<file path="src/rtl/spi_pkg.sv">
// Shared SPI definitions: arbiter state encoding and default command/data widths
// used by spi_ctrl clients.
package spi_pkg;

  typedef enum logic [1:0] {
    StIdle,
    StIssue,
    StWait,
    StResp
  } arb_state_e;

  localparam int SPI_CMD_WIDTH  = 24;
  localparam int SPI_DATA_WIDTH = 8;
  localparam int SPI_CMD_RW_BIT = 23;

endpackage

</file>
<file path="src/rtl/spi_rr_pick.sv">
// Combinational round-robin picker: first valid requester searching upward,
// with wrap, from last_grant+1.
module spi_rr_pick
  import spi_pkg::*;
#(
  parameter int NUM_REQ = 4,
  parameter int IDX_W   = $clog2(NUM_REQ)
) (
  input  logic [NUM_REQ-1:0] i_req_valid,
  input  logic [IDX_W-1:0]   i_last_grant,
  output logic [NUM_REQ-1:0] o_grant,
  output logic [IDX_W-1:0]   o_idx,
  output logic               o_any
);

  logic [IDX_W-1:0] w_cand;

  always_comb begin
    o_grant = '0;
    o_idx   = '0;
    o_any   = 1'b0;
    w_cand  = '0;
    for (int k = 1; k <= NUM_REQ; k++) begin
      w_cand = IDX_W'((int'(i_last_grant) + k) % NUM_REQ);
      if (!o_any && i_req_valid[w_cand]) begin
        o_any           = 1'b1;
        o_grant[w_cand] = 1'b1;
        o_idx           = w_cand;
      end
    end
  end

endmodule

</file>
<file path="src/rtl/spi_cmd_arbiter.sv">
// Round-robin arbiter sharing one spi_ctrl engine between NUM_REQ command requesters.
// Optional WAIT watchdog enabled by defining SPI_ARB_TIMEOUT_EN.
module spi_cmd_arbiter
  import spi_pkg::*;
#(
  parameter int NUM_REQ        = 4,
  parameter int CMD_WIDTH      = SPI_CMD_WIDTH,
  parameter int DATA_WIDTH     = SPI_DATA_WIDTH,
  parameter int TIMEOUT_CYCLES = 1024
) (
  input  logic                          i_clk,
  input  logic                          i_rst,
  input  logic [NUM_REQ-1:0]            i_req_valid,
  input  logic [NUM_REQ*CMD_WIDTH-1:0]  i_req_cmd,
  output logic [NUM_REQ-1:0]            o_req_ready,
  output logic [NUM_REQ-1:0]            o_rsp_valid,
  output logic [DATA_WIDTH-1:0]         o_rsp_data,
  output logic                          o_rsp_err,
  output logic                          o_busy,
  output logic                          o_spi_en,
  output logic                          o_spi_ready,
  output logic [CMD_WIDTH-1:0]          o_spi_cmd,
  input  logic                          i_spi_sink_vld,
  input  logic [DATA_WIDTH-1:0]         i_spi_read_data
);

  localparam int IDX_W  = $clog2(NUM_REQ);
  localparam int RW_BIT = CMD_WIDTH - 1;

  if (NUM_REQ < 2 || NUM_REQ > 8) begin : g_bad_num_req
    $error("spi_cmd_arbiter: NUM_REQ must be in 2..8");
  end
  if (TIMEOUT_CYCLES < 2) begin : g_bad_timeout
    $error("spi_cmd_arbiter: TIMEOUT_CYCLES must be at least 2");
  end

  arb_state_e             r_state;
  logic [IDX_W-1:0]       r_last_grant;
  logic [IDX_W-1:0]       r_gnt_idx;
  logic [NUM_REQ-1:0]     r_gnt_oh;
  logic [NUM_REQ-1:0]     r_req_ready;
  logic [NUM_REQ-1:0]     r_rsp_valid;
  logic [DATA_WIDTH-1:0]  r_rsp_data;
  logic                   r_busy;
  logic                   r_spi_en;
  logic                   r_spi_ready;
  logic [CMD_WIDTH-1:0]   r_spi_cmd;

  logic [NUM_REQ-1:0]     w_grant;
  logic [IDX_W-1:0]       w_idx;
  logic                   w_any;
  logic [CMD_WIDTH-1:0]   w_sel_cmd;

`ifdef SPI_ARB_TIMEOUT_EN
  localparam int TMO_W = $clog2(TIMEOUT_CYCLES);
  localparam logic [TMO_W-1:0] TMO_LAST = TMO_W'(TIMEOUT_CYCLES - 1);

  logic [TMO_W-1:0] r_tmo_cnt;
  logic [TMO_W-1:0] w_tmo_nxt;
  logic             r_rsp_err;

  assign w_tmo_nxt = r_tmo_cnt + 1'b1;
  assign o_rsp_err = r_rsp_err;
`else
  assign o_rsp_err = 1'b0;
`endif

  spi_rr_pick #(
    .NUM_REQ (NUM_REQ),
    .IDX_W   (IDX_W)
  ) u_pick (
    .i_req_valid  (i_req_valid),
    .i_last_grant (r_last_grant),
    .o_grant      (w_grant),
    .o_idx        (w_idx),
    .o_any        (w_any)
  );

  always_comb begin
    w_sel_cmd = '0;
    for (int i = 0; i < NUM_REQ; i++) begin
      if (w_grant[i]) w_sel_cmd = i_req_cmd[i*CMD_WIDTH +: CMD_WIDTH];
    end
  end

  // Output registers are loaded on the transition into the state they belong to,
  // so each pulse lines up with exactly one cycle of ISSUE or RESP.
  always_ff @(posedge i_clk or posedge i_rst) begin
    if (i_rst) begin
      r_state      <= StIdle;
      r_last_grant <= IDX_W'(NUM_REQ - 1);
      r_gnt_idx    <= '0;
      r_gnt_oh     <= '0;
      r_req_ready  <= '0;
      r_rsp_valid  <= '0;
      r_rsp_data   <= '0;
      r_busy       <= 1'b0;
      r_spi_en     <= 1'b0;
      r_spi_ready  <= 1'b0;
      r_spi_cmd    <= '0;
`ifdef SPI_ARB_TIMEOUT_EN
      r_tmo_cnt    <= '0;
      r_rsp_err    <= 1'b0;
`endif
    end else begin
      r_spi_en    <= 1'b1;
      r_req_ready <= '0;
      r_spi_ready <= 1'b0;
      r_rsp_valid <= '0;
      unique case (r_state)
        StIdle: begin
          if (w_any) begin
            r_state     <= StIssue;
            r_busy      <= 1'b1;
            r_gnt_idx   <= w_idx;
            r_gnt_oh    <= w_grant;
            r_req_ready <= w_grant;
            r_spi_ready <= 1'b1;
            r_spi_cmd   <= w_sel_cmd;
          end
        end
        StIssue: begin
          r_last_grant <= r_gnt_idx;
          r_state      <= StWait;
`ifdef SPI_ARB_TIMEOUT_EN
          r_tmo_cnt    <= '0;
`endif
        end
        StWait: begin
          if (i_spi_sink_vld) begin
            r_rsp_data  <= r_spi_cmd[RW_BIT] ? '0 : i_spi_read_data;
            r_rsp_valid <= r_gnt_oh;
            r_state     <= StResp;
`ifdef SPI_ARB_TIMEOUT_EN
            r_rsp_err   <= 1'b0;
          end else if (w_tmo_nxt == TMO_LAST) begin
            r_rsp_data  <= '0;
            r_rsp_err   <= 1'b1;
            r_rsp_valid <= r_gnt_oh;
            r_state     <= StResp;
          end else begin
            r_tmo_cnt   <= w_tmo_nxt;
`endif
          end
        end
        StResp: begin
          r_busy  <= 1'b0;
          r_state <= StIdle;
        end
        default: r_state <= StIdle;
      endcase
    end
  end

  assign o_req_ready = r_req_ready;
  assign o_rsp_valid = r_rsp_valid;
  assign o_rsp_data  = r_rsp_data;
  assign o_busy      = r_busy;
  assign o_spi_en    = r_spi_en;
  assign o_spi_ready = r_spi_ready;
  assign o_spi_cmd   = r_spi_cmd;

endmodule

</file>
<file path="config.mk">
export PLATFORM = sky130hd
export DESIGN_NAME = spi_cmd_arbiter
export DESIGN_NICKNAME = d
export VERILOG_FILES = /design/src/rtl/spi_pkg.sv /design/src/rtl/spi_rr_pick.sv /design/src/rtl/spi_cmd_arbiter.sv
export SDC_FILE = /design/constraint.sdc
export NUM_CORES = 1
export LEC_CHECK = 0
export ABC_AREA = 1
export BUFFER_PORTS_ARGS = -buffer_cell sky130_fd_sc_hd__buf_2
export CAP_MARGIN = 40
export CORE_MARGIN = 4
export CORE_UTILIZATION = 44
export CTS_CLUSTER_DIAMETER = 100
export DETAILED_ROUTE_END_ITERATION = 12
export GPL_TIMING_DRIVEN = 0
export PLACE_DENSITY = 0.75
export SYNTH_ARGS = -nofsm -noshare
export SYNTH_HDL_FRONTEND = slang
export SYNTH_SLANG_ARGS = --single-unit
</file>
<file path="constraint.sdc">
create_clock -name i_clk -period 2.2 [get_ports i_clk]
set_input_delay 0.55 -clock i_clk [delete_from_list [all_inputs] [get_ports i_clk]]
set_output_delay 0.55 -clock i_clk [all_outputs]
set_load 0.01 [all_outputs]
</file>
==> impl_results.md, run 1 <==
- Post-synth EDFFs: 0
- Placed insts: 773
- Mapped cell area: 3540 um2
- Area contributors post-synth: dfrtp_1, nand2_1, nor2_1, a21oi_2, inv_1
- Die area: 9560 um2
- Failing checks: setup timing
- Adder-cell share of the synthesized area: 0.0424
- Final setup fails: 26
- Synth top area share: 0.360
- R2R Path Start: r_last_grant[0]
- Final period util: 1.06
- Worst ir drop on vdd: 0.967 mV
- Row count: 32
- Avg Vias per Cell: 4.88
- Setup slack, reg-to-reg: -0.13 ns
- Root Buffer: clkbuf_8
- Core area: 7770 um2
- Non-Filler Instances: 805
- Syn nets: 640
- Top_reg_cell synth: dfrtp_1
- FF+latch count, synth: 53
- Synthesized area per cell: 6.86 um2
- DRT Pass-1 Iters: 4
- Max Fanout on Critical Path: 8
- Remaining global-route overflow: 0
- Post-Place Setup Slack: -0.298 ns
- CTS tree: yes
- PortBufs: 153
- GPL Wtd Cong: 0.872
- Synth Area in Compound Gates: 0.136
- Max Slew Vio Count: 0
- Area grow syn2layout: 42.5%
- PwrDens: 1840 nW/um2
- HP Class: in -> async
- XOR/XNOR Fraction of Synth Area: 0
- Largest net degree at the start of global routing: 36
- Slew @ Worst Pin: 0.512 ns
- Ys async rst share: 1.00
- Crit path DAT: 2.55 ns
- Sequential area share after synthesis: 0.375
- Clock skew: 0.00599 ns
- CP Capture Type: flip-flop
- Commonest cells post-synth: nand2_1, nor2_1, dfrtp_1
- RSZ-0062 raised after global routing: true
- First-pass GRT wire length: 17900 um
- Total number of vias: 3932
- Worst r2r dst: o_spi_cmd[17]
- Final Hold Fails: 0
- Clk Latency, worst-skew pair: 0.31 ns
- Die span in y: 97.8 um
- Crit path launch type: flip-flop
- Residual DRC count: 0
- Clock slew at reported path FFs: 0.10 ns
- Longest Clk Path Bufs: 2
- Fin util: 0.650
- Number of global-route vias before repair: 3819
- Reg2Reg Depth: 14
- Initial antenna violation count: 0
- Mux cell area share after synthesis: 0
- N_diodes: 0
- Post-Synthesis Cells: 517
- Area leader, netlist: dfrtp_1
- Iteration-0 DRC Markers: 214
- Setup CP Type: reg -> reg
- Synth Area in Simple Gates: 0.343
- Boundary Pins: 155
- Nets: 825
- Leakage: 2.96 nW
- Max cap viols: 0
- Routed WL: 11200 um
- Largest family of logic cells by synthesized area: simple AND/OR/NAND/NOR gates
- Synth cell types: 29
- Die W: 97.8 um
- Worst EP required: 2.42 ns
- Clock sink count: 53
- H-tree Lvls: 2
- Run status: complete, but fails checks
- Count leader, synth: nand2_1
- GRT Util Overall: 0.225
- Final worst slack: -0.131 ns
- Achievable frequency: 0.429 GHz
- CTS Buf Count: 5
- Initial Util: 0.456
- Relative slew slack: 0.659
- DRT antenna net count: 0
- Hpwl dp: 8000 um
- YS warnings: 0
- Min Clock Period, post-route: 2.33 ns
- Layout cells sized above 1: 0.395
- WL per Instance: 13.9 um
per-stage QoR:
step	hold slack [ns]	cell area, um2	power [mW]	TNS, ns
2_1_floorplan	0.453	3560	5.75	0
4_1_cts	0.241	4850	8.67	-0.835
5_1_grt	0.257	5050	10.1	-5.41
3_3_place_gp	0.457	4450	6.99	-21.56
3_5_place_dp	0.460	4470	7.13	-6.80
6_report	0.226	5050	9.29	-2.25
critical path, stage by stage, from the launching register on:
cell	delay, ns
dfstp_2	0.59
clkinv_4	0.10
ha_4	0.32
inv_4	0.05
nand2_4	0.08
nand2_8	0.08
nand2_2	0.07
a21boi_4	0.20
nand3_4	0.11
buf_12	0.17
buf_12	0.14
a21oi_2	0.12
nand2_1	0.08
nand2_1	0.06
nand2_1	0.05
area by class of cell:
type | instances | area [um2]
inverters | 48 | 199
multi-input cells | 393 | 1990
repair buffers | 178 | 1040
flip-flops and latches | 53 | 1330
well taps | 102 | 128
fillers | 685 | 2720
plain buffers | 23 | 230
clock inverters | 3 | 68.8
clock buffers | 5 | 68.8
cells in the final DEF (no fill, tap or decap), types with 2 or more instances in the layout:
master,synthesis,final
buf_2,6,154
clkbuf_4,0,2
nor2_2,0,11
nand3_1,7,5
clkbuf_8,0,5
inv_2,4,3
ha_1,12,11
buf_4,6,21
inv_6,0,2
dfstp_2,2,2
inv_4,1,2
nor2_4,2,2
clkbuf_1,5,2
buf_6,4,9
clkbuf_2,0,3
o21ai_0,16,16
nand3_4,0,3
conb_1,2,2
buf_12,2,4
nand3_2,5,4
a21oi_2,22,28
nand2_2,3,7
inv_1,43,40
a21oi_1,32,26
nor2_1,58,47
nand2_1,225,220
nand2_4,2,2
buf_16,0,2
buf_8,0,3
dfrtp_1,51,51
bufinv_16,0,2
timing repair:
action,in CTS,in global routing
gates cloned,2,1
pin swaps,47,8
gates resized for setup,21,46
endpoints found under the setup margin,32,30
hold buffers,0,0
buffers inserted,16,5
state kept, by name (all words and copies together), names as in the netlist:
signal / cells
o_spi_en: 1
o_spi_ready: 1
r_gnt_idx: 2
r_state: 2
o_busy: 1
r_gnt_oh: 4
o_spi_cmd: 24
o_rsp_valid: 4
r_last_grant: 2
o_rsp_data: 8
o_req_ready: 4
cells by family after synthesis:
| logic type | count (synthesis) |
|---|---|
| AND/OR/NAND/NOR | 303 |
| AO/OA/AOI/OAI | 76 |
| buffers and inverters | 71 |
| flip-flops | 53 |
| adder cells (fa/ha/maj) | 12 |
| other | 2 |
layer usage:
metal	up-vias	routed length, um	track usage
met2	162	5600	0.388
met1	1811	4510	0.283
met4	0	148	0.0522
li1	1947	-	-
met3	12	951	0.0614
met5	-	0	0
worst max-delay path by stage:
stage                     depth (start not counted)  slack [ns]            start            end
after floorplan                                  14        0.01  r_last_grant[1]  o_spi_cmd[10]
after global placement                            2       -0.31            i_rst  o_rsp_data[4]
after detailed placement                         14       -0.30  r_last_grant[1]   o_spi_cmd[7]
after CTS                                        14       -0.06  r_last_grant[1]  o_spi_cmd[17]
after global routing                             15       -0.25  r_last_grant[0]  o_spi_cmd[22]
final                                            14       -0.13  r_last_grant[0]  o_spi_cmd[17]
where the power goes:
group	leakage, nW	internal (mW)	switching, mW	total, mW
registers	0.674	1.41	0.207	1.62
logic	2.22	2.99	3.89	6.88
clock network	0.0687	0.458	0.339	0.797
Note: power is estimated with default switching activity, not from simulation.
==> run 2: changes to the inputs <==
--- a/config.mk
+++ b/config.mk
@@ -9,11 +9,12 @@
 export BUFFER_PORTS_ARGS = -buffer_cell sky130_fd_sc_hd__buf_2
 export CAP_MARGIN = 40
 export CORE_MARGIN = 4
-export CORE_UTILIZATION = 44
+export CORE_UTILIZATION = 45
+export CTS_BUF_LIST = sky130_fd_sc_hd__clkbuf_8
 export CTS_CLUSTER_DIAMETER = 100
 export DETAILED_ROUTE_END_ITERATION = 12
 export GPL_TIMING_DRIVEN = 0
-export PLACE_DENSITY = 0.75
+export PLACE_DENSITY = 0.77
 export SYNTH_ARGS = -nofsm -noshare
 export SYNTH_HDL_FRONTEND = slang
 export SYNTH_SLANG_ARGS = --single-unit
==> run 2 against run 1 <==
- the flow still finishes with violations (setup timing)
- flip-flop and latch count stayed put
- final area is 1.9% lower
- sequential power hardly changed
- first-iteration DRC count is 50% lower
- setup slack worse by 0.031 ns
- worst hold slack better by 0.013 ns
- largest power group unchanged
- highest routed layer unchanged
==> impl_results.md, run 2 (synthesized netlist as in run 1, its figures left out) <==
- Largest net degree at the start of global routing: 34
- Final setup fails: 24
- Achievable frequency: 0.424 GHz
- Number of global-route vias before repair: 3770
- Residual DRC count: 0
- Nets: 820
- Met3 Use GR: 0.0534
- Total number of vias: 3842
- Max Fanout on Critical Path: 10
- Core area: 7690 um2
- Die span in y: 96.8 um
- Clock skew: 0.0111 ns
- CTS tree: yes
- Max cap viols: 0
- Min Clock Period, post-route: 2.36 ns
- Post-Place Setup Slack: -0.355 ns
- GPL Wtd Cong: 0.931
- H-tree Lvls: 2
- Most used routing layer: met2
- CTS Buf Count: 5
- Leakage: 2.89 nW
- Area grow syn2layout: 39.8%
- Final worst slack: -0.161 ns
- Boundary Pins: 155
- Crit path DAT: 2.58 ns
- Routed WL: 11300 um
- R2R Path Start: r_last_grant[1]
- Worst EP required: 2.42 ns
- Clk Latency, worst-skew pair: 0.32 ns
- Setup CP Type: reg -> reg
- DRT Pass-1 Iters: 4
- Cts hold-fix bufs: 0
- GR Util met2: 0.419
- Initial antenna violation count: 0
- Setup slack, reg-to-reg: -0.16 ns
- HP Class: in -> async
- Die area: 9360 um2
- Final Hold Fails: 0
- Remaining global-route overflow: 0
- Clock slew at reported path FFs: 0.11 ns
- Crit path launch type: flip-flop
- Final period util: 1.07
- GRT Util Overall: 0.230
- Die W: 96.8 um
- Post-placement cell area: 4470 um2
- N_diodes: 0
- Failing checks: setup timing
- Max reg flops: 24
- Hold Slack: 0.238 ns
- Layout cells sized above 1: 0.394
- Post-route cell area: 4960 um2
- Worst r2r dst: o_spi_cmd[14]
- RSZ-0062 raised after global routing: true
- Iteration-0 DRC Markers: 108
- DRT antenna net count: 0
- Initial Util: 0.461
- CP Capture Type: flip-flop
- Hpwl dp: 8380 um
- Avg Vias per Cell: 4.80
- Fin util: 0.645
- Most frequent cells in the layout: nand2_1, buf_2, dfrtp_1
- Root Buffer: clkbuf_8
- Max Slew Vio Count: 0
- Row count: 32
- PortBufs: 153
- Longest Clk Path Bufs: 2
- Most common cell after layout, fill and taps aside: nand2_1
- Worst ir drop on vdd: 0.574 mV
- Run status: complete, but fails checks
- Met1 Use GR: 0.282
- WL per Instance: 14.1 um
- Reg2Reg Depth: 13
- First-pass GRT wire length: 18000 um
- Clock sink count: 53
- PwrDens: 1810 nW/um2
## run 2: how the worst max path moves through the flow
stage	startpoint	to	slack [ns]
after global routing	r_last_grant[1]	o_spi_cmd[11]	-0.28
after CTS	r_last_grant[1]	o_spi_cmd[14]	-0.14
after global placement	r_last_grant[1]	o_spi_cmd[2]	-0.33
after floorplan	r_last_grant[1]	o_spi_cmd[10]	0.01
after detailed placement	r_last_grant[1]	o_spi_cmd[2]	-0.36
final	r_last_grant[1]	o_spi_cmd[14]	-0.16
## run 2: layout make-up
| cell class | instances | area, um2 |
|---|---|---|
| sequential | 53 | 1330 |
| buffer | 23 | 234 |
| multi-input combinational | 393 | 2010 |
| fill | 750 | 2730 |
| tap | 102 | 128 |
| clock buffer | 5 | 68.8 |
| inverter | 48 | 199 |
| clock inverter | 3 | 26.3 |
| timing repair buffer | 173 | 966 |
## run 2: critical path: stages (launching register included)
cell,delay (ns)
dfstp_2,0.58
clkinvlp_4,0.12
ha_4,0.32
nand3_4,0.11
nand2_8,0.12
nor2_4,0.07
a21boi_2,0.17
nand3_2,0.14
buf_8,0.17
buf_12,0.15
a21oi_2,0.15
nand2_1,0.07
nand2_1,0.05
nand2_1,0.05
## run 2: metal layers
metal | share of wire | vias up | routed length (um)
met2 | 0.50 | 134 | 5670
met3 | 0.072 | 11 | 818
met5 | 0 | - | 0
met1 | 0.42 | 1754 | 4730
met4 | 0.0089 | 0 | 101
li1 | - | 1943 | -
## run 2: stage by stage
stage	power [mW]	instances	TNS, ns
5_1_grt	9.75	800	-6.02
2_1_floorplan	5.75	517	0
3_5_place_dp	7.21	773	-8.05
4_1_cts	8.20	791	-2.71
3_3_place_gp	7.05	772	-23.04
6_report	8.96	800	-2.87
## run 2: power by group
part | switching [mW] | internal, mW | total [mW]
clock network | 0.372 | 0.238 | 0.609
registers | 0.209 | 1.41 | 1.62
logic | 3.91 | 2.82 | 6.73
total | 4.49 | 4.46 | 8.96
## run 2: what timing repair did
item | CTS | global route
resized for setup | 18 | 47
pin swaps | 11 | 26
buffers inserted | 10 | 8
setup endpoints to repair | 32 | 32
cloned | 0 | 1
